[config.mk]
export PLATFORM = sky130hd
export DESIGN_NAME = iscbdiv_mc
export DESIGN_NICKNAME = d
export VERILOG_FILES = /design/src/rtl/iscbdiv_mc.sv
export SDC_FILE = /design/constraint.sdc
export NUM_CORES = 1
export LEC_CHECK = 0
export BUFFER_PORTS_ARGS = -buffer_cell sky130_fd_sc_hd__buf_2
export CAP_MARGIN = 20
export CORE_ASPECT_RATIO = 1.1
export CORE_MARGIN = 2
export CORE_UTILIZATION = 48
export DETAILED_ROUTE_END_ITERATION = 8
export PLACE_DENSITY = 0.71
export SLEW_MARGIN = 10
export SYNTH_ARGS = -nofsm -noshare
export SYNTH_HDL_FRONTEND = slang
export SYNTH_SLANG_ARGS = --single-unit
[constraint.sdc]
create_clock -name clk -period 2.4 [get_ports clk]
set_clock_uncertainty 0.1 [all_clocks]
set_input_delay 0.36 -clock clk [delete_from_list [all_inputs] [get_ports clk]]
set_output_delay 0.36 -clock clk [all_outputs]
set_load 0.005 [all_outputs]
[src/rtl/iscbdiv_mc.sv]
// iscbdiv_mc: multi-lane correlated stochastic divider (skewed-sync + CORDIV kernel)
// with a shared windowed ones-counter that turns each quotient stream into a binary count.
module iscbdiv_mc #(
    parameter int CH            = 4,
    parameter int DEPLOG_KERNEL = 2,
    parameter int DEP_SYNC      = 2,
    parameter int WINLOG        = 8
) (
    input  logic                        clk,
    input  logic                        rst,
    input  logic                        en,
    input  logic [CH*DEPLOG_KERNEL-1:0] randNum,
    input  logic [CH-1:0]               dividend,
    input  logic [CH-1:0]               divisor,
    output logic [CH-1:0]               quotient,
    output logic                        quotient_vld,
    output logic [CH*(WINLOG+1)-1:0]    win_count,
    output logic                        win_done
);
    localparam int DEP_KERNEL = 2 ** DEPLOG_KERNEL;
    localparam int CW = $clog2(DEP_SYNC + 1);
    localparam int WCW = WINLOG + 1;
    localparam logic [CW-1:0] SAT = CW'(DEP_SYNC);

    logic [CW-1:0]         c_q   [CH];
    logic [CW-1:0]         c_d   [CH];
    logic [DEP_KERNEL-1:0] sr_q  [CH];
    logic [DEP_KERNEL-1:0] sr_d  [CH];
    logic [WCW-1:0]        acc_q [CH];
    logic [WCW-1:0]        acc_d [CH];
    logic [WCW-1:0]        wc_q  [CH];
    logic [WCW-1:0]        wc_d  [CH];
    logic [WINLOG-1:0]     w_q, w_d;
    logic [CH-1:0]         quotient_q, d_s, q_next;
    logic                  vld_q, done_q, wrap;

    always_comb begin
        c_d    = c_q;
        sr_d   = sr_q;
        acc_d  = acc_q;
        wc_d   = wc_q;
        d_s    = '0;
        q_next = '0;
        wrap   = &w_q;
        w_d    = w_q + 1'b1;
        for (int i = 0; i < CH; i++) begin
            // Unpaired dividend ones wait in the counter until a divisor one arrives.
            if (dividend[i] && divisor[i]) begin
                d_s[i] = 1'b1;
            end else if (dividend[i]) begin
                d_s[i] = (c_q[i] == SAT);
                if (c_q[i] != SAT) c_d[i] = c_q[i] + 1'b1;
            end else if (divisor[i] && c_q[i] != '0) begin
                d_s[i] = 1'b1;
                c_d[i] = c_q[i] - 1'b1;
            end
            q_next[i] = divisor[i] ? d_s[i] : sr_q[i][randNum[i*DEPLOG_KERNEL +: DEPLOG_KERNEL]];
            sr_d[i]   = {sr_q[i][DEP_KERNEL-2:0], q_next[i]};
            acc_d[i]  = wrap ? '0 : acc_q[i] + WCW'(q_next[i]);
            if (wrap) wc_d[i] = acc_q[i] + WCW'(q_next[i]);
        end
    end

    always_ff @(posedge clk) begin
        if (rst) begin
            w_q        <= '0;
            quotient_q <= '0;
            vld_q      <= 1'b0;
            done_q     <= 1'b0;
            for (int i = 0; i < CH; i++) begin
                c_q[i]   <= '0;
                sr_q[i]  <= '0;
                acc_q[i] <= '0;
                wc_q[i]  <= '0;
            end
        end else begin
            vld_q  <= en;
            done_q <= en && wrap;
            if (en) begin
                w_q        <= w_d;
                quotient_q <= q_next;
                c_q        <= c_d;
                sr_q       <= sr_d;
                acc_q      <= acc_d;
                wc_q       <= wc_d;
            end
        end
    end

    for (genvar g = 0; g < CH; g++) begin : g_wc
        assign win_count[g*WCW +: WCW] = wc_q[g];
    end

    assign quotient     = quotient_q;
    assign quotient_vld = vld_q;
    assign win_done     = done_q;
endmodule
==> Word-level counts from Yosys, hierarchy flattened <==
Index checks and enable logic that the tools add are counted.
{ "totals": {"regBits": 110, "inputBits": 19, "output_inout_bits": 42, "word_cells": 116} }
{ "classes": {"add_sub_neg": 13, "n_lt_le_gt_ge": 4, "eq_ne": 12, "muxes": 40, "bitwise": 4, "reduce_logical": 23} }
{ "ops": {"columns": ["op", "count"], "rows": [
  ["9-bit by 1-bit adder with 9-bit output", 4],
  ["9-bit 2-to-1 mux", 4],
  ["2-bit 2-to-1 mux", 12],
  ["1-bit 2-to-1 mux", 20],
  ["4-bit AND reduction", 4],
  ["2-bit nonzero test", 8],
  ["2-bit by 3-bit less-than comparator with 1-bit output, second input constant", 4],
  ["1-bit logical AND", 9],
  ["9-bit AND reduction", 1],
  ["2-bit by 1-bit adder with 2-bit output, second input constant", 4],
  ["8-bit by 1-bit adder with 8-bit output, second input constant", 1],
  ["1-bit binary-select mux with 2-bit select", 4],
  ["2-bit == test, second input constant", 4],
  ["2-bit by 1-bit inequality test with 1-bit output, second input constant", 4],
  ["2-bit inequality test, second input constant", 4],
  ["8-bit AND reduction", 1],
  ["2-bit by 1-bit subtractor with 2-bit output, second input constant", 4],
  ["1-bit inverter", 4]
]} }

==> Longest topological paths before layout <==
{ "logic_depth": {"depth_word": 8, "depth_mapped": 9} }

==> Worst setup path before layout <==
Ideal clock, no wire load.
{ "synth_path": {"path_type": "input -> register", "start": "input port randNum[0]", "end": "register wc_q (netlist bit win_count[6])", "setup_time_ps": 117, "arrival_time_ps": 2122, "required_time_ps": 2183, "setup_slack_ps": 61, "stages": 9, "path_buffers": 0, "cell_sequence": "mux4_2 nor2_1 a31oi_1 ha_1 ha_1 and3_2 and3_1 xor2_1 a22o_1"} }
{ "synth_via": {"elab_chain_cells": 4} }
{ "synth_lines": {"columns": ["item", "line_no", "rtl"], "rows": [
  ["start, declared", "12", "input logic [CH*DEPLOG_KERNEL-1:0] randNum,"],
  ["1-bit binary-select mux with 2-bit select", "57", "q_next[i] = divisor[i] ? d_s[i] : sr_q[i][randNum[i*DEPLOG_KERNEL +: DEPLOG_KERNEL]];"],
  ["1-bit 2-to-1 mux (implied by the code)", "57", null],
  ["1-bit 2-to-1 mux", "57", null],
  ["named net q_next[0]", "34", "logic [CH-1:0] quotient_q, d_s, q_next;"],
  ["9-bit by 1-bit adder with 9-bit output", "60", "if (wrap) wc_d[i] = acc_q[i] + WCW'(q_next[i]);"],
  ["end signal, assigned", "85", "wc_q <= wc_d;"],
  ["end, declared", "31", "logic [WCW-1:0] wc_q [CH];"]
]} }
The timed path passes the listed nets, and every way through them passes these cells. The select of a mux whose other input is x is not followed.
A chain may end at the register's enable or synchronous reset.

==> Worst setup path after layout <==
{ "layout_path": {"start": "register sr_q[15] (netlist bit)", "end": "register acc_q[35] (netlist bit)"} }
{ "layout_via": {"elab_chain_cells": 5} }
{ "layout_lines": {"columns": ["item", "line_no", "rtl"], "rows": [
  ["start, declared", "27", "logic [DEP_KERNEL-1:0] sr_q [CH];"],
  ["start signal, assigned", "83", "sr_q <= sr_d;"],
  ["1-bit binary-select mux with 2-bit select", "57", null],
  ["1-bit 2-to-1 mux (implied by the code)", "57", null],
  ["1-bit 2-to-1 mux", "57", null],
  ["named net q_next[0]", "34", null],
  ["9-bit by 1-bit adder with 9-bit output", "59", "acc_d[i] = wrap ? '0 : acc_q[i] + WCW'(q_next[i]);"],
  ["9-bit 2-to-1 mux", "59", null],
  ["end signal, assigned by index", "73", "acc_q[i] <= '0;"],
  ["end signal, assigned", "84", "acc_q <= acc_d;"],
  ["end, declared", "29", "logic [WCW-1:0] acc_q [CH];"]
]} }
The timed path passes the listed nets, and every way through them passes these cells. The select of a mux whose other input is x is not followed.

==> results.md <==
* H-tree depth at 3
* Most common cell after layout, fill and taps aside: dfxtp_1
* First-pass GRT wire length at 16,800 um
* Peak supply drop at 340 uV
* CTS buffer count at 9
* Utilization after layout at 57.8%
* Sequential-to-total area share from yosys stat at 45.8%
* N_diodes at 0
* Compound-cell area share of the yosys netlist at 16.5%
* Fin worst setup slack at 0.0359 ns
* Clk pwr share at 35.2%
* Die width at 97.7 um
* Die height at 107 um
* Final Setup Violations at 0
* Pwr dens at 578 nW/um^2
* Post-synthesis mux area share at 5.67%
* Skew-Pair Late Insertion Delay at 0.36 ns
* XOR/XNOR Fraction of Synth Area at 8.13%
* Worst-margin pin slew at 0.995 ns
* Reg-to-reg startpoint: sr_q[15]
* Post-synthesis adder-cell area fraction at 2.43%
* Synth Net Count at 512
* #FFs+latches synth at 106
* Drt pass-1 iters at 4
* Switching power at 766 uW
* Worst setup SP type: flop
* Critical setup path kind: reg2reg
* Static Leakage at 2.24 nW
* Total placed cells including tap cells at 659
* Reg2reg setup slack at 0.04 ns
* Sink Count at 106
* Longest Clk Path Bufs at 2
* Most frequent cells in the layout: 103 x dfxtp_1, 60 x buf_2, 40 x nor2_1
* DIE AREA at 10,500 um^2
* Share of cells above drive strength 1 at 23.3%
* Vias in the first global route at 3,548
* CP startpoint: sr_q[15]
* RSZ-0062 raised after global routing: true
* HP Class: in2reg
* NumNets Final at 581
* Total track usage at 19.7%
* Row count at 37
* Final WL at 10,100 um
* Drt initial violations at 161
* CP Capture Point: acc_q[35]
* WP data required at 2.54 ns
* DR WL/cell at 14.9 um
* Crit. End Element: flop
* Detailed Place HPWL at 7110 um
* Synth Flop Type: dfxtp_1
* Remaining antenna violation count after routing at 0
* GP Congestion at 0.840
* Status: complete, no violations
* Switch share at 24.5%
* Relative slew slack at 33.4%
* Share of total power in sequential cells at 57.7%
* Async set or reset register ratio after synthesis at 0%
* Vias/cell at 5.56
* Simple-gate share of the synthesized area at 17.9%
* CP arrival at 2.50 ns
* Minimum clock period after layout at 2.36 ns
* Post-synth EDFFs at 0
* Largest family of logic cells by synthesized area: simple AND/OR/NAND/NOR gates
* Post-CTS Setup Repair Bufs at 0
* Fmax at 0.423 GHz
* Gr ovfl total at 0
* Boundary pin count at 61
* Initial antenna violation count at 0
* Port bufs at 60
* CP max FO at 3
* R2r endpoint: acc_q[35]
* Period utilization at 98.5%
* Core area at 9350 um^2
* Post-Syn Area at 4630 um^2
* Drt drc at 0
* Pin count of the biggest net entering global routing at 38
* Area Overhead vs Synth at 16.8%
* Initial core utilization at 49.5%
* Vias at 3,753
* Max_cap viols at 0
* Total internal power at 2.36 mW
* Mapped Cells at 484
* R2R depth at 10
* Pre-CTS setup slack at -0.217 ns
* Clock root buffer: clkbuf_8
* Total power at 3.13 mW
* Syn Area/Cell at 9.57 um^2
* Final Hold Vio Count at 0
* Distinct cells, synth at 49
* Clock slew at reported path FFs at 0.10 ns
* Final Max Tran Viols at 0
* Logic pwr share at 7.2%
* Syn. warnings at 0
* Finished Layout Cells at 675
* CTS tree: done
-- power groups by stage --
stage | logic, mW | registers [mW] | clock network [mW]
floorplan | 0.141 | 1.84 | 0
global placement | 0.207 | 1.84 | 0
detailed placement | 0.212 | 1.84 | 0
CTS | 0.215 | 1.80 | 1.13
global route | 0.248 | 1.81 | 1.20
finish | 0.224 | 1.80 | 1.10
-- cell families (layout without fill, tap and decap cells) --
family                     Yosys count  in the layout
AOI/OAI and AO/OA                  109            109
xor gates and xnor gates            43             43
adders and majority gates            9              9
buffers and inverters               36            110
DFF                                106            106
muxes                               21             21
and+or+nand+nor                    160            160
-- sequential cells by signal, indices dropped and copies added, names as in the netlist --
register,cells
w_q,8
win_count,36
sr_d,12
quotient_vld,1
acc_q,36
win_done,1
c_q,8
sr_q,4
-- worst max-delay path, cell delays in order, from the launching register on --
cell and delay [ns]:
dfxtp_2 0.34, mux4_2 0.50, nor2_4 0.14, a31oi_4 0.05
ha_2 0.21, ha_2 0.17, and3_2 0.22, buf_4 0.15
nand3_1 0.08, xor2_1 0.18, o21ai_0 0.11
-- per-layer routing --
metal	routed length (um)	global-route usage, %	part of all wire, %
met5	0	0	0
met4	111	5.16	1.1
met3	508	5.80	5.0
met2	5040	34.3	50
met1	4410	23.8	44
-- cell type report --
| class | count | area [um^2] |
|---|---|---|
| Clock buffer | 10 | 128 |
| Inverter | 8 | 30.0 |
| Tap cell | 117 | 146 |
| Sequential cell | 106 | 2130 |
| Multi-Input combinational cell | 342 | 2420 |
| Fill cell | 840 | 3940 |
| Timing Repair Buffer | 86 | 495 |
| Clock inverter | 6 | 67.6 |
-- timing repair --
| item | in CTS | in global routing |
|---|---|---|
| resized for setup | 2 | 15 |
| pin swaps | 0 | 4 |
| hold buffers | 0 | 0 |
| gates cloned | 0 | 0 |
| endpoints found under the setup margin | 2 | 15 |
-- cell usage after synthesis (all sizes together) (3+ instances only) --
| library cell | count | area share [%] |
|---|---|---|
| a21oi | 20 | 2.2 |
| a22o | 34 | 6.4 |
| a31o | 4 | 0.76 |
| a31oi | 7 | 0.95 |
| a32o | 4 | 0.86 |
| and3 | 9 | 1.2 |
| buf | 18 | 2.1 |
| clkbuf | 10 | 0.81 |
| dfxtp | 106 | 46 |
| ha | 9 | 2.4 |
| inv | 7 | 0.57 |
| mux2i | 15 | 3.2 |
| mux4 | 4 | 1.9 |
| nand2 | 29 | 2.4 |
| nand2b | 8 | 1.1 |
| nand3 | 26 | 2.8 |
| nand4 | 9 | 1.5 |
| nor2 | 44 | 3.6 |
| nor2b | 9 | 1.2 |
| nor3 | 5 | 0.65 |
| nor4b | 4 | 0.76 |
| o21a | 3 | 0.49 |
| o21ai | 25 | 2.7 |
| o2bb2ai | 6 | 1.1 |
| or3 | 4 | 0.54 |
| xnor2 | 13 | 2.5 |
| xor2 | 30 | 5.7 |
-- stage by stage --
step	instance area (um^2)	setup TNS, ns	hold slack (ns)
floorplan	4630	0	0.345
global placement	5150	-0.532	0.348
detailed placement	5150	-1.21	0.349
CTS	5360	0	0.238
global route	5410	-0.0890	0.251
finish	5410	0	0.259
-- worst min path at each step --
stage / slack [ns] / endpoint / startpoint / cells after the start
2_1_floorplan: 0.34 / acc_q[26] / acc_q[26] / 2
3_3_place_gp: 0.35 / win_count[35] / win_count[35] / 1
3_5_place_dp: 0.35 / win_count[35] / win_count[35] / 1
4_1_cts: 0.24 / c_q[3] / divisor[2] / 3
5_1_grt: 0.25 / c_q[3] / divisor[2] / 3
6_report: 0.26 / c_q[1] / divisor[3] / 3
Note: power is estimated with default switching activity, not from simulation.
